--- src/rtl/pll_drp_sequencer.sv ---
// Reset/DRP sequencer for one PLLE2_ADV: power-on lock, CLKOUT0/1 divide reconfiguration, re-lock.
// Optional PLL_DRP_READBACK_EN: re-read and compare each DRP write before re-locking.
//
// state        | meaning
// RST_HOLD     | pll_rst high for RST_CYCLES cycles
// WAIT_LOCK    | pll_rst low, waiting for synchronised lock (timeout -> retry / error)
// IDLE         | locked or failed, cfg_ready high
// RD1 / RD1_W  | issue / await ClkReg1 read
// WR1 / WR1_W  | issue / await ClkReg1 write
// RD2 / RD2_W  | issue / await ClkReg2 read
// WR2 / WR2_W  | issue / await ClkReg2 write
// VFY / VFY_W  | issue / await readback of the last write (PLL_DRP_READBACK_EN only)
module pll_drp_sequencer #(
   parameter int RST_CYCLES   = 16,
   parameter int LOCK_TIMEOUT = 65535,
   parameter int MAX_RETRY    = 3,
   parameter int DRDY_TIMEOUT = 255
) (
   input  logic        clk_in1,
   input  logic        reset_n,
   input  logic        cfg_valid,
   output logic        cfg_ready,
   input  logic        cfg_sel,
   input  logic [6:0]  cfg_divide,
   output logic        pll_rst,
   input  logic        pll_locked,
   output logic [6:0]  daddr,
   output logic [15:0] di,
   input  logic [15:0] do_in,
   output logic        den,
   output logic        dwe,
   input  logic        drdy,
   output logic        busy,
   output logic        locked,
   output logic        done,
   output logic        err,
   output logic [1:0]  err_code
);

   localparam int T_A  = (LOCK_TIMEOUT > DRDY_TIMEOUT) ? LOCK_TIMEOUT : DRDY_TIMEOUT;
   localparam int TMAX = (T_A > RST_CYCLES) ? T_A : RST_CYCLES;
   localparam int TW   = $clog2(TMAX + 1);
   localparam int RW   = (MAX_RETRY < 1) ? 1 : $clog2(MAX_RETRY + 1);

   localparam logic [TW-1:0] T_RST  = TW'(RST_CYCLES - 1);
   localparam logic [TW-1:0] T_LOCK = TW'(LOCK_TIMEOUT - 1);
   localparam logic [TW-1:0] T_DRDY = TW'(DRDY_TIMEOUT);
   localparam logic [RW-1:0] R_MAX  = RW'(MAX_RETRY);

   typedef enum logic [3:0] {
      ST_RST_HOLD, ST_WAIT_LOCK, ST_IDLE,
      ST_RD1, ST_RD1_W, ST_WR1, ST_WR1_W,
      ST_RD2, ST_RD2_W, ST_WR2, ST_WR2_W
`ifdef PLL_DRP_READBACK_EN
      , ST_VFY, ST_VFY_W
`endif
   } state_t;

   state_t          state_q;
   logic [TW-1:0]   timer_q;
   logic [RW-1:0]   retry_q;
   logic            sync1_q, sync2_q, lock_prev_q;
   logic            pll_rst_q, den_q, dwe_q, done_q, err_q;
   logic [6:0]      daddr_q;
   logic [15:0]     di_q, rd_q;
   logic [1:0]      err_code_q;
   logic            sel_q;
   logic [6:0]      div_q;
`ifdef PLL_DRP_READBACK_EN
   logic            second_q;
`endif

   logic [7:0]  div_full;
   logic [5:0]  hi6, lo6;
   logic [6:0]  addr1, addr2;
   logic [15:0] wr1_data, wr2_data;
   logic        lock_fall;
   logic        unused_rd;

   // Divide split into high/low counts modulo 64, so 64 encodes as 0.
   assign div_full  = (div_q == 7'd0) ? 8'd128 : {1'b0, div_q};
   assign hi6       = div_full[6:1];
   assign lo6       = div_full[5:0] - hi6;
   assign addr1     = sel_q ? 7'h0A : 7'h08;
   assign addr2     = sel_q ? 7'h0B : 7'h09;
   assign wr1_data  = {rd_q[15:12], hi6, lo6};
   assign wr2_data  = {rd_q[15:8], div_full[0], (div_full == 8'd1), rd_q[5:0]};
   assign lock_fall = lock_prev_q & ~sync2_q;
   assign unused_rd = ^rd_q[7:6];

   always_ff @(posedge clk_in1) begin
      if (!reset_n) begin
         state_q     <= ST_RST_HOLD;
         timer_q     <= T_RST;
         retry_q     <= '0;
         sync1_q     <= 1'b0;
         sync2_q     <= 1'b0;
         lock_prev_q <= 1'b0;
         pll_rst_q   <= 1'b1;
         den_q       <= 1'b0;
         dwe_q       <= 1'b0;
         done_q      <= 1'b0;
         err_q       <= 1'b0;
         daddr_q     <= '0;
         di_q        <= '0;
         rd_q        <= '0;
         err_code_q  <= 2'b00;
         sel_q       <= 1'b0;
         div_q       <= '0;
`ifdef PLL_DRP_READBACK_EN
         second_q    <= 1'b0;
`endif
      end else begin
         sync1_q     <= pll_locked;
         sync2_q     <= sync1_q;
         lock_prev_q <= sync2_q;
         den_q       <= 1'b0;
         dwe_q       <= 1'b0;
         done_q      <= 1'b0;
         err_q       <= 1'b0;
         case (state_q)
            ST_RST_HOLD: begin
               if (timer_q == '0) begin
                  pll_rst_q <= 1'b0;
                  timer_q   <= T_LOCK;
                  state_q   <= ST_WAIT_LOCK;
               end else begin
                  timer_q <= timer_q - TW'(1);
               end
            end
            ST_WAIT_LOCK: begin
               if (sync2_q) begin
                  done_q  <= 1'b1;
                  state_q <= ST_IDLE;
               end else if (timer_q == '0) begin
                  if (retry_q == R_MAX) begin
                     err_q      <= 1'b1;
                     err_code_q <= 2'b10;
                     state_q    <= ST_IDLE;
                  end else begin
                     retry_q   <= retry_q + RW'(1);
                     pll_rst_q <= 1'b1;
                     timer_q   <= T_RST;
                     state_q   <= ST_RST_HOLD;
                  end
               end else begin
                  timer_q <= timer_q - TW'(1);
               end
            end
            ST_IDLE: begin
               // A request wins over a simultaneous lock loss; both end in a reset pulse.
               if (cfg_valid) begin
                  sel_q      <= cfg_sel;
                  div_q      <= cfg_divide;
                  err_code_q <= 2'b00;
                  retry_q    <= '0;
                  pll_rst_q  <= 1'b1;
                  state_q    <= ST_RD1;
               end else if (lock_fall) begin
                  retry_q   <= '0;
                  pll_rst_q <= 1'b1;
                  timer_q   <= T_RST;
                  state_q   <= ST_RST_HOLD;
               end
            end
            ST_RD1, ST_RD2: begin
               den_q   <= 1'b1;
               daddr_q <= (state_q == ST_RD1) ? addr1 : addr2;
               timer_q <= T_DRDY;
               state_q <= (state_q == ST_RD1) ? ST_RD1_W : ST_RD2_W;
            end
            ST_WR1, ST_WR2: begin
               den_q   <= 1'b1;
               dwe_q   <= 1'b1;
               daddr_q <= (state_q == ST_WR1) ? addr1 : addr2;
               di_q    <= (state_q == ST_WR1) ? wr1_data : wr2_data;
               timer_q <= T_DRDY;
               state_q <= (state_q == ST_WR1) ? ST_WR1_W : ST_WR2_W;
            end
`ifdef PLL_DRP_READBACK_EN
            ST_VFY: begin
               den_q   <= 1'b1;
               timer_q <= T_DRDY;
               state_q <= ST_VFY_W;
            end
`endif
            default: begin
               if (drdy) begin
                  case (state_q)
                     ST_RD1_W: begin
                        rd_q    <= do_in;
                        state_q <= ST_WR1;
                     end
                     ST_RD2_W: begin
                        rd_q    <= do_in;
                        state_q <= ST_WR2;
                     end
`ifdef PLL_DRP_READBACK_EN
                     ST_WR1_W: begin
                        second_q <= 1'b0;
                        state_q  <= ST_VFY;
                     end
                     ST_WR2_W: begin
                        second_q <= 1'b1;
                        state_q  <= ST_VFY;
                     end
                     ST_VFY_W: begin
                        if (do_in != di_q) begin
                           err_q      <= 1'b1;
                           err_code_q <= 2'b11;
                           timer_q    <= T_RST;
                           state_q    <= ST_RST_HOLD;
                        end else if (second_q) begin
                           timer_q <= T_RST;
                           state_q <= ST_RST_HOLD;
                        end else begin
                           state_q <= ST_RD2;
                        end
                     end
`else
                     ST_WR1_W: state_q <= ST_RD2;
                     ST_WR2_W: begin
                        timer_q <= T_RST;
                        state_q <= ST_RST_HOLD;
                     end
`endif
                     default: begin
                        pll_rst_q <= 1'b1;
                        timer_q   <= T_RST;
                        state_q   <= ST_RST_HOLD;
                     end
                  endcase
               end else if (timer_q == '0) begin
                  // PLL is re-locked with whatever has already been written.
                  err_q      <= 1'b1;
                  err_code_q <= 2'b01;
                  pll_rst_q  <= 1'b1;
                  timer_q    <= T_RST;
                  state_q    <= ST_RST_HOLD;
               end else begin
                  timer_q <= timer_q - TW'(1);
               end
            end
         endcase
      end
   end

   assign cfg_ready = (state_q == ST_IDLE);
   assign busy      = (state_q != ST_IDLE);
   assign pll_rst   = pll_rst_q;
   assign locked    = sync2_q & ~pll_rst_q;
   assign daddr     = daddr_q;
   assign di        = di_q;
   assign den       = den_q;
   assign dwe       = dwe_q;
   assign done      = done_q;
   assign err       = err_q;
   assign err_code  = err_code_q;

endmodule

--- config.mk ---
export PLATFORM = sky130hd
export DESIGN_NAME = pll_drp_sequencer
export DESIGN_NICKNAME = d
export VERILOG_FILES = /design/src/rtl/pll_drp_sequencer.sv
export SDC_FILE = /design/constraint.sdc
export NUM_CORES = 1
export LEC_CHECK = 0
export CAP_MARGIN = 0
export CORE_AREA = 2 2 136 105
export DETAILED_ROUTE_END_ITERATION = 10
export DIE_AREA = 0 0 138 107
export GPL_ROUTABILITY_DRIVEN = 0
export PLACE_DENSITY = 0.53
export SYNTH_ARGS = -nofsm -noshare
export SYNTH_HDL_FRONTEND = slang
export SYNTH_SLANG_ARGS = --single-unit
--- constraint.sdc ---
create_clock -name clk_in1 -period 2.7 [get_ports clk_in1]
set_clock_uncertainty 0.05 [all_clocks]
set_input_delay 0.54 -clock clk_in1 [delete_from_list [all_inputs] [get_ports clk_in1]]
set_output_delay 0.54 -clock clk_in1 [all_outputs]
set_load 0.1 [all_outputs]
==> out/metrics.yaml <==
global_route:
  gr-total-overflow: 0
  gr-usage-all-layers_pct: 15.33
  grt_start_max_net_pins: 27
  grt_pass1_wl_um: 18330
  grt_pass1_vias: 3441
  antenna_found_initial: 0
sta:
  worst_pin_slew_ns: 0.8304
  final.hold.worst_slack_ns: 0.3924
  final.setup.tns_ns: 0
  post-route-period-util_pct: 96.55
  max_freq_mhz: 383.6
  relSlewSlack_pct: 44.44
  rsz0062_at_grt: "false"
  slew_viol_final: 0
  finalCriticalPeriod_ns: 2.607
  setup_viol: 0
  hold_viol_final: 0
place:
  dpl.hpwl_um: 8309
  io_buffers: 55
  placedInstanceArea_um2: 4891
clock_network:
  clkLatencyLatePin_ns: 0.33
  clockBufferDepth: 2
  cts-htree-levels: 3
  cts_buffers: 9
  postCtsHoldBufs: 0
  clkSlewWorstSetupHoldPaths_ns: 0.06
  clock-root-buffer: "clkbuf_16"
  cts.sinks: 73
  cts_tree: "built"
drt:
  viasPerCell: 5.025
  firstDrtPassIters: 4
  wl_per_cell_um: 15.05
  drcViolationCount: 0
  drt_iter0_drc: 340
  postRouteAntennaNets: 0
  routed_wl_um: 11230
  routed-via-count: 3749
outcome:
  status: "completed"
finish:
  antennaDiodeCount: 0
  syn2layout_area_growth_pct: 30.80
  final_area_um2: 5181
  multiInputGateArea_um2: 2317
  register_area_um2: 1461
  final_net_count: 607
  num-fill-cells: 1367
  drive_gt1_share_pct: 18.56
critical_path:
  slowest_delay_ns: 0.53
  path_max_fanout: 8
  path_cells: "inv_2, ha_1, or4b_4, or2_0, or4b_4, buf_12, a21oi_4, nor2_1, a311oi_2"
  cp.required_ns: 2.89
  end_kind: "flop"
  worstSetupPathType: "flop to flop"
  crit_top_cell: "or4b_4"
  crit_arrival_ns: 2.79
  startpoint_type: "flop"
  cp_slowest_cell: "or4b_4"
synth:
  synth.mux.area_fraction_pct: 5.054
  synth_top_family_by_area: "simple AND/OR/NAND/NOR gates"
  synth_top_area_cell: "dfxtp_1"
  synth_edf_count: 0
  synth_area_um2: 3961
  synth_seq_cells: 73
  synth_cell_types: 72
  synth.top_cell.area_share_pct: 36.89
  synthArstFlopShare_pct: 0
  ys_seq_area_share_pct: 36.89
  yosys.area_share.simple_pct: 23.53
  synth_compound_area_share_pct: 23.12
  synth_flop_cell: "dfxtp_1"
  synth-warning-count: 0
  synth_adder_area_share_pct: 4.043
  synth.area.top_cells: "dfxtp_1, nand2_1, a21oi_1, nor2_1, mux2i_1"
  syn_inst: 490
  synth.cells.most_frequent: "dfxtp_1, nand2_1, nor2_1, a21oi_1, clkbuf_1"
  synth_xor_area_share_pct: 1.769
  synth_most_common_cell: "dfxtp_1"
  syn_area_per_cell_um2: 8.084
floorplanning:
  rows: 37
  floorplan.io_pins: 62
  die_area_um2: 14770
  coreArea_um2: 13430
  initial_core_util_pct: 29.51
  die_x_um: 138
  fp.dieH_um: 107
pwr:
  irDropWorstVdd_v: 0.0004307
  leakagePower_nw: 2.125
  power.density_nw_per_um2: 664.2
  power_w: 0.003441
hold_path:
  min_path_type: "flop to flop"
job:
  cap_violations: 0
-- metrics by stage --
step                      setup WS [ns]  utilization, %  std cells
after floorplan                0.001789               -        493
after global placement           0.1076           36.43        730
after detailed placement        0.09458           36.43        730
after CTS                       0.08316           38.45        746
after global routing            0.02206           38.59        746
final                           0.09317           38.59        746
-- placed cells by master (no fill, tap or decap), drive strengths merged, types with 7 or more instances in the layout --
master         count
clkbuf            10
ha                12
o21ai             26
buf               72
a211oi             9
clkdlybuf4s50     26
nand2             59
inv               15
and2               9
mux2i             20
nand2b             8
nor2              56
nand3             10
dfxtp             73
nor3               7
a21oi             45
-- layout make-up --
class / count / share of cell area, %
Multi-Input combinational cell: 369 / 44.72
Sequential cell: 73 / 28.21
Inverter: 15 / 1.183
Clock buffer: 10 / 4.419
Tap cell: 175 / 4.226
Timing Repair Buffer: 98 / 16.42
Clock inverter: 6 / 0.8211
-- registers in the layout, indices dropped and copies added (netlist names) --
signal       cells
di              16
timer_q         16
rd_q            14
div_q            7
state_q          4
daddr            3
err_code         2
retry_q          2
den              1
done             1
dwe              1
err              1
lock_prev_q      1
pll_rst          1
sel_q            1
sync1_q          1
sync2_q          1
-- cells by family after synthesis --
family	count (synthesis)
multiplexers	20
XOR/XNOR	8
buffers and inverters	51
other	1
AO/OA/AOI/OAI	136
AND/OR/NAND/NOR	188
adder cells (fa/ha/maj)	13
flip-flops	73
-- layer usage --
layer	routed length [µm]	up-vias	GRT usage (%)
li1	-	1890	-
met2	4486	103	20.97
met5	0	-	0
met3	473	11	3.126
met4	118	0	4.373
met1	6148	1745	23.75
-- worst paths after layout --
| kind | start | to | slack, ns | cells past startpoint |
|---|---|---|---|---|
| max | timer_q[1] | state_q[0] | 0.09 | 9 |
| min | sync1_q | sync2_q | 0.39 | 1 |
| max reg2reg | timer_q[1] | state_q[0] | 0.09 | 9 |
| min reg2reg | sync1_q | sync2_q | 0.39 | 1 |
-- critical path, delay by kind of cell, from the launching register on --
kind                       cells  cell delay, ns
adders and majority gates      1            0.14
and+or+nand+nor                4            1.35
AOI/OAI and AO/OA              2            0.44
DFF                            1            0.32
buffers and inverters          2            0.23
-- report_power, final --
group,internal [W],leakage [nW],switching (W)
Combinational,0.000476,1.41,0.000676
Clock,0.000623,0.129,0.000471
Sequential,0.00113,0.589,0.0000629
Total,0.00223,2.13,0.00121
-- timing repair --
item / CTS / global route
gates resized for setup: 0 / 6
setup endpoints to repair: 0 / 7
buffers inserted: 0 / 1
hold endpoints to repair: 0 / 0
Note: power is estimated with default switching activity, not from simulation.
